## src/rtl/traffic_phase_controller.sv

```systemverilog
// rtl/traffic_phase_controller.sv - two-road intersection phase sequencer driven by a tick strobe
module traffic_phase_controller #(
    parameter int CNT_W      = 8,
    parameter int T_HW_GREEN = 30,
    parameter int T_YELLOW   = 5,
    parameter int T_ALL_RED  = 2,
    parameter int T_FR_GREEN = 15
) (
    input  logic       clk,
    input  logic       rst_n,
    input  logic       tick,
    input  logic       car_detected,
    output logic [1:0] hw_light,
    output logic [1:0] fr_light,
    output logic [2:0] phase,
    output logic       phase_start,
    output logic       car_pending
);
    localparam logic [2:0] S_HW_GREEN  = 3'd0;
    localparam logic [2:0] S_HW_YELLOW = 3'd1;
    localparam logic [2:0] S_RED_A     = 3'd2;
    localparam logic [2:0] S_FR_GREEN  = 3'd3;
    localparam logic [2:0] S_FR_YELLOW = 3'd4;
    localparam logic [2:0] S_RED_B     = 3'd5;

    localparam logic [1:0] L_RED    = 2'b00;
    localparam logic [1:0] L_YELLOW = 2'b01;
    localparam logic [1:0] L_GREEN  = 2'b10;

    localparam logic [CNT_W-1:0] LD_HW_GREEN = CNT_W'(T_HW_GREEN - 1);
    localparam logic [CNT_W-1:0] LD_YELLOW   = CNT_W'(T_YELLOW - 1);
    localparam logic [CNT_W-1:0] LD_ALL_RED  = CNT_W'(T_ALL_RED - 1);
    localparam logic [CNT_W-1:0] LD_FR_GREEN = CNT_W'(T_FR_GREEN - 1);

    logic [2:0]       state, state_next;
    logic [CNT_W-1:0] cnt, cnt_next;
    logic [1:0]       hw_next, fr_next;
    logic             expired, entering;

    function automatic logic [CNT_W-1:0] load_val(input logic [2:0] s);
        case (s)
            S_HW_YELLOW, S_FR_YELLOW: load_val = LD_YELLOW;
            S_RED_A, S_RED_B:         load_val = LD_ALL_RED;
            S_FR_GREEN:               load_val = LD_FR_GREEN;
            default:                  load_val = LD_HW_GREEN;
        endcase
    endfunction

    always_ff @(posedge clk or negedge rst_n) begin
        if (!rst_n) begin
            state       <= S_HW_GREEN;
            cnt         <= LD_HW_GREEN;
            hw_light    <= L_GREEN;
            fr_light    <= L_RED;
            phase_start <= 1'b0;
            car_pending <= 1'b0;
        end else begin
            state       <= state_next;
            cnt         <= cnt_next;
            hw_light    <= hw_next;
            fr_light    <= fr_next;
            phase_start <= entering;
            // Entering FR_GREEN consumes the request even if the sensor fires that same cycle
            if (entering && state_next == S_FR_GREEN)
                car_pending <= 1'b0;
            else if (car_detected && state != S_FR_GREEN)
                car_pending <= 1'b1;
        end
    end

    always_comb begin
        expired    = tick && (cnt == '0);
        state_next = state;
        case (state)
            S_HW_GREEN:  if (expired && (car_pending || car_detected)) state_next = S_HW_YELLOW;
            S_HW_YELLOW: if (expired) state_next = S_RED_A;
            S_RED_A:     if (expired) state_next = S_FR_GREEN;
            S_FR_GREEN:  if (expired) state_next = S_FR_YELLOW;
            S_FR_YELLOW: if (expired) state_next = S_RED_B;
            S_RED_B:     if (expired) state_next = S_HW_GREEN;
            default:     state_next = S_HW_GREEN;
        endcase
        entering = (state_next != state);
        if (entering)
            cnt_next = load_val(state_next);
        else if (tick && cnt != '0)
            cnt_next = cnt - CNT_W'(1);
        else
            cnt_next = cnt;
    end

    always_comb begin
        hw_next = L_RED;
        fr_next = L_RED;
        case (state_next)
            S_HW_GREEN:  hw_next = L_GREEN;
            S_HW_YELLOW: hw_next = L_YELLOW;
            S_FR_GREEN:  fr_next = L_GREEN;
            S_FR_YELLOW: fr_next = L_YELLOW;
            default: ;
        endcase
    end

    assign phase = state;
endmodule

```

## config.mk

```make
export PLATFORM = sky130hd
export DESIGN_NAME = traffic_phase_controller
export DESIGN_NICKNAME = d
export VERILOG_FILES = /design/src/rtl/traffic_phase_controller.sv
export SDC_FILE = /design/constraint.sdc
export NUM_CORES = 1
export LEC_CHECK = 0
export CAP_MARGIN = 20
export CELL_PAD_IN_SITES_DETAIL_PLACEMENT = 0
export CELL_PAD_IN_SITES_GLOBAL_PLACEMENT = 1
export CORE_MARGIN = 5
export CORE_UTILIZATION = 44
export CTS_CLUSTER_DIAMETER = 40
export CTS_CLUSTER_SIZE = 20
export DETAILED_ROUTE_END_ITERATION = 8
export PLACE_DENSITY = 0.93
export SYNTH_ARGS = -nofsm -noshare
export SYNTH_HDL_FRONTEND = slang
export SYNTH_SLANG_ARGS = --single-unit
```

## constraint.sdc

```tcl
create_clock -name clk -period 3.7 [get_ports clk]
set_input_delay 0.74 -clock clk [delete_from_list [all_inputs] [get_ports clk]]
set_output_delay 0.74 -clock clk [all_outputs]
set_load 0.02 [all_outputs]
```

-- After elaboration in Yosys (flattened, before gate mapping)
Index checks and enable logic that the tools add are counted.
- bits in registers: 17
- word-level logic and storage cells: 47
- output and inout port bits: 9
- bits of input ports: 4
- $add $sub $neg: 1
- reductions and logical operators: 14
- equal/unequal tests: 12
- multiplexer cells: 14
- operator list (operator ; count):
    $mux 3 ; 6
    $pmux 3 s6 ; 1
    $mux 8 ; 2
    $pmux 5 s3 ; 1
    $eq 3x2->1 const B ; 4
    $eq 3x3->1 const B ; 4
    $logic_not 8->1 ; 1
    $pmux 2 s2 ; 2
    $reduce_bool 8->1 ; 1
    $sub 8x1->8 const B ; 1
    $eq 3x1->1 const B ; 2
    $logic_not 3->1 ; 2
    $logic_and 1x1->1 ; 5
    $reduce_bool 2->1 ; 2
    $reduce_or 2->1 ; 2
    $ne 3x2->1 const B ; 1
    $ne 3x3->1 ; 1
    $mux 1 ; 2
    $logic_or 1x1->1 ; 1

-- Depth between registers and ports, before layout
- depth in word-level cells: 9
- depth in mapped cells: 7
- gate-level depth less buffers: 7

-- Worst setup path before layout
OpenSTA, ideal clock, no wires.
- path type: in2reg
- start point: input port tick
- end point: register cnt[3]
- setup time: 101 ps
- stages on the path: 5
- arrival time: 1974 ps
- setup slack: 1624 ps
- required time: 3599 ps
- path buffers: 1
- cell sequence: buf_2 -> nor4bb_1 -> nand2_1 -> a2111oi_0 -> a22oi_1
- word-level cells in the longest chain between the ends: 8
- elaborated cells between the ends (all ways): 21
- those cells by class: 6 x eq/ne; 9 x mux; 6 x reduce/logical
- ends and longest elaborated chain (what ; RTL line ; source):
    from (decl) ; 11 ; input logic tick,
    $logic_and 1x1->1 ; 72 ; expired = tick && (cnt == '0);
    $logic_and 1x1->1 ; 75 ; S_HW_GREEN: if (expired && (car_pending || car_detected)) state_next = S_HW_YELLOW;
    $mux 3 ; 75 ;
    $pmux 3 s6 ; 74 ; case (state)
    $eq 3x2->1, or another cell as far along ; 41 ; case (s)
    $reduce_or 2->1 ; 41 ;
    $pmux 5 s3 ; 41 ;
    $mux 8 ; 84 ; if (entering)
    to (signal assigned) ; 59 ; cnt <= cnt_next;
    to (decl) ; 36 ; logic [CNT_W-1:0] cnt, cnt_next;
Several ways; a longest one is shown, not always the timed one.
A chain may end at the register's enable or synchronous reset.

-- Final worst setup path
- start point: input port tick
- end point: register cnt[0]
- elaborated cells between the ends (all ways): 21
- those cells by class: 6 x eq/ne; 9 x mux; 6 x reduce/logical
- RTL lines (what ; RTL line ; source):
    $logic_and 1x1->1 * ; 72 ;
    $logic_and 1x1->1 ; 75 ;
    $mux 3 ; 75 ;
    $pmux 3 s6 * ; 74 ;
    $ne 3x3->1 * ; 83 ; entering = (state_next != state);
    net entering ; 38 ; logic expired, entering;
    $mux 8 or $reduce_bool 2->1 (tied branches) ; n/a ;
Mark *: on every way through the listed nets, which the timed path passes. The rest lies on a longest branch.

==> reports/qor.yml <==
internal_power_uw: 512
fin_crit_sh_pct: 66.7
synth_most_common_cell: "nor2_1"
portBuffers: 12
drive_gt1_share_pct: 13.3
synth_top_area_share_pct: 30.2
fin_crit_ps: 2470
ys_types: 42
drc_errors: 0
max_freq_mhz: 405
crit_arrival_ps: 2710
fillCellCount: 185
route.met3.wl_um: 140
antenna_left: 0
first_pass_iters: 4
yosys.area.top_type: "dfrtp_1"
startpoint: "tick"
r2r_start: "cnt[1]"
synth_seq_cells: 17
antenna_found_initial: 0
ys_top_cells_by_count: "nor2_1 (15), dfrtp_1 (12), a21oi_1 (6), inv_1 (6)"
syn-cell-area_um2: 993
synth-main-ff-cell: "dfrtp_1"
dp_slack_ps: 915
wire_per_inst_um: 15.0
syn-num-nets: 107
ctsHtreeMaxLevel: 1
cts_hold_buf: 0
worstSkewPairLatency_ps: 300
endpoint_kind: "flop"
vias: 829
power_density_mw_per_mm2: 772
drv_slew: 0
die-area_mm2: 0.00331
cts.clk_slew.worst_paths_ps: 100
finalSetupViolations: 0
finalSetupTns_ps: 0
ctsResizeCount: 0
power_frac_comb_pct: 48.2
fin_skew_ps: 3.24
die_height_um: 57.5
totalPowerFinal_uw: 887
path_class: "input port to flop"
hold_class: "flop to flop"
fin_ws_ps: 1230
vias_per_cell: 5.88
grt_max_degree: 18
rsz0062_at_grt: "no"
status: "finished, final reports clean"
drv_cap: 0
p_seq_share_pct: 40.3
hold_ws_ps: 584
drt_wl_total_um: 2110
wl_met2_um: 999
ys_warn_count: 0
startpoint_type: "input port"
start_util_pct: 45.3
antenna_cells: 0
grt_usage_pct: 14.2
required_ps: 3940
worstMarginPinSlew_ps: 754
area_delta_synth_final_pct: 15.7
power.leakage_nw: 0.480
ys_seq_area_share_pct: 43.5
cts_buffers: 3
holdCritStartpoint: "cnt[4]"
cts.path.max_buffers: 2
io_pins: 13
rows: 17
hpwlAfterDp_um: 1550
async_flop_share_pct: 100
dp.cells: 137
post-cts-setup-buffers: 0
fin_cells: 141
die_w_um: 57.5
ir_drop_mv: 0.354
clock-sinks: 17
grt_pass1_wl_um: 3660
drtIter0Drc: 27
place_congestion: 0.825
grt_overflow: 0
swShare_pct: 42.3
cts_root_buf: "clkbuf_4"
core_region_area_mm2: 0.00219
ys_top_cells_by_area: "dfrtp_1 (30%), dfstp_2 (13%), nor2_1 (5.7%)"
cts_tree: "done"
hold_viol: 0
nNetsFinal: 120
syn_avg_cell_area_um2: 9.84
grt_pass1_vias: 782
synth_edf_count: 0
power.switching_uw: 375
cp_max_fo: 9
wl_met1_um: 924
max_slew_margin_pct: 49.6
syn_inst: 101
power_frac_clock_pct: 11.6
top_layer: "met4"
[logic make-up (layout without fill, tap and decap cells)]
logic type / Yosys count / count (layout) / share of synthesized area [%]
flip-flops: 17 / 17 / 43.5
AND/OR/NAND/NOR: 36 / 36 / 20.2
buffers and inverters: 10 / 22 / 4.79
AO/OA/AOI/OAI: 30 / 30 / 23.0
multiplexers: 2 / 2 / 2.52
XOR/XNOR: 4 / 4 / 3.53
adder cells (fa/ha/maj): 2 / 2 / 2.52
[power by group through the flow]
stage | Sequential [mW] | Combinational (mW) | Clock [mW]
floorplan | 0.360 | 0.318 | 0
global placement | 0.359 | 0.419 | 0
detailed placement | 0.358 | 0.429 | 0
CTS | 0.355 | 0.430 | 0.108
global route | 0.368 | 0.472 | 0.118
finish | 0.357 | 0.427 | 0.103
[per-stage QoR]
| stage | instance area, um2 | utilization [%] |
|---|---|---|
| after floorplan | 993 | - |
| after global placement | 1120 | 51.3 |
| after global routing | 1150 | 52.5 |
| final | 1150 | 52.5 |
| after detailed placement | 1120 | 51.3 |
| after CTS | 1150 | 52.5 |
[critical path, stage by stage]
cell and delay [ps]:
clkdlybuf4s50_1 640, nor4bb_1 490, nand2_1 240, o21a_1 290, inv_1 150, o32a_1 160
[state kept, by name, summed over array words and instances, names as in the netlist]
| register | cells |
|---|---|
| cnt | 8 |
| phase | 3 |
| fr_light | 2 |
| hw_light | 2 |
| car_pending | 1 |
| phase_start | 1 |
[placed cells by master, fill, tap and decap left out, drive strengths merged, types with 2 or more instances in the layout]
| cell | synthesis | routed |
|---|---|---|
| o21a | 2 | 2 |
| a2111oi | 2 | 2 |
| dfrtp | 12 | 12 |
| o2111ai | 2 | 2 |
| a22oi | 3 | 3 |
| o21ai | 5 | 5 |
| clkbuf | 1 | 4 |
| clkdlybuf4s50 | 0 | 12 |
| inv | 6 | 6 |
| xor2 | 2 | 2 |
| xnor2 | 2 | 2 |
| nor3 | 3 | 3 |
| dfstp | 5 | 5 |
| ha | 2 | 2 |
| nor2 | 15 | 15 |
| nand2 | 5 | 5 |
| or4 | 3 | 3 |
| nand4 | 3 | 3 |
| a21oi | 6 | 6 |
[area by class of cell]
type,instances,area [um2],area share [%]
flip-flops and latches,17,432,37.5
repair buffers,12,120,10.4
well taps,28,35.0,3.05
inverters,6,22.5,1.96
multi-input cells,74,514,44.7
clock buffers,4,26.3,2.29
[final timing paths]
kind | endpoint | slack [ps] | cells after the start
max | cnt[0] | 1230 | 6
min reg2reg | cnt[4] | 580 | 2
max in group asynchronous | cnt[1] | 2350 | 1
min in group asynchronous | phase[2] | 880 | 1
max reg2reg | cnt[0] | 1690 | 7
min | cnt[4] | 580 | 2
[metal layers]
layer / vias to the layer above / global-route usage (%)
met5: - / 0
met1: 389 / 19.4
met2: 36 / 20.8
li1: 398 / -
met3: 6 / 2.94
met4: 0 / 7.95
Note: power is estimated with default switching activity, not from simulation.
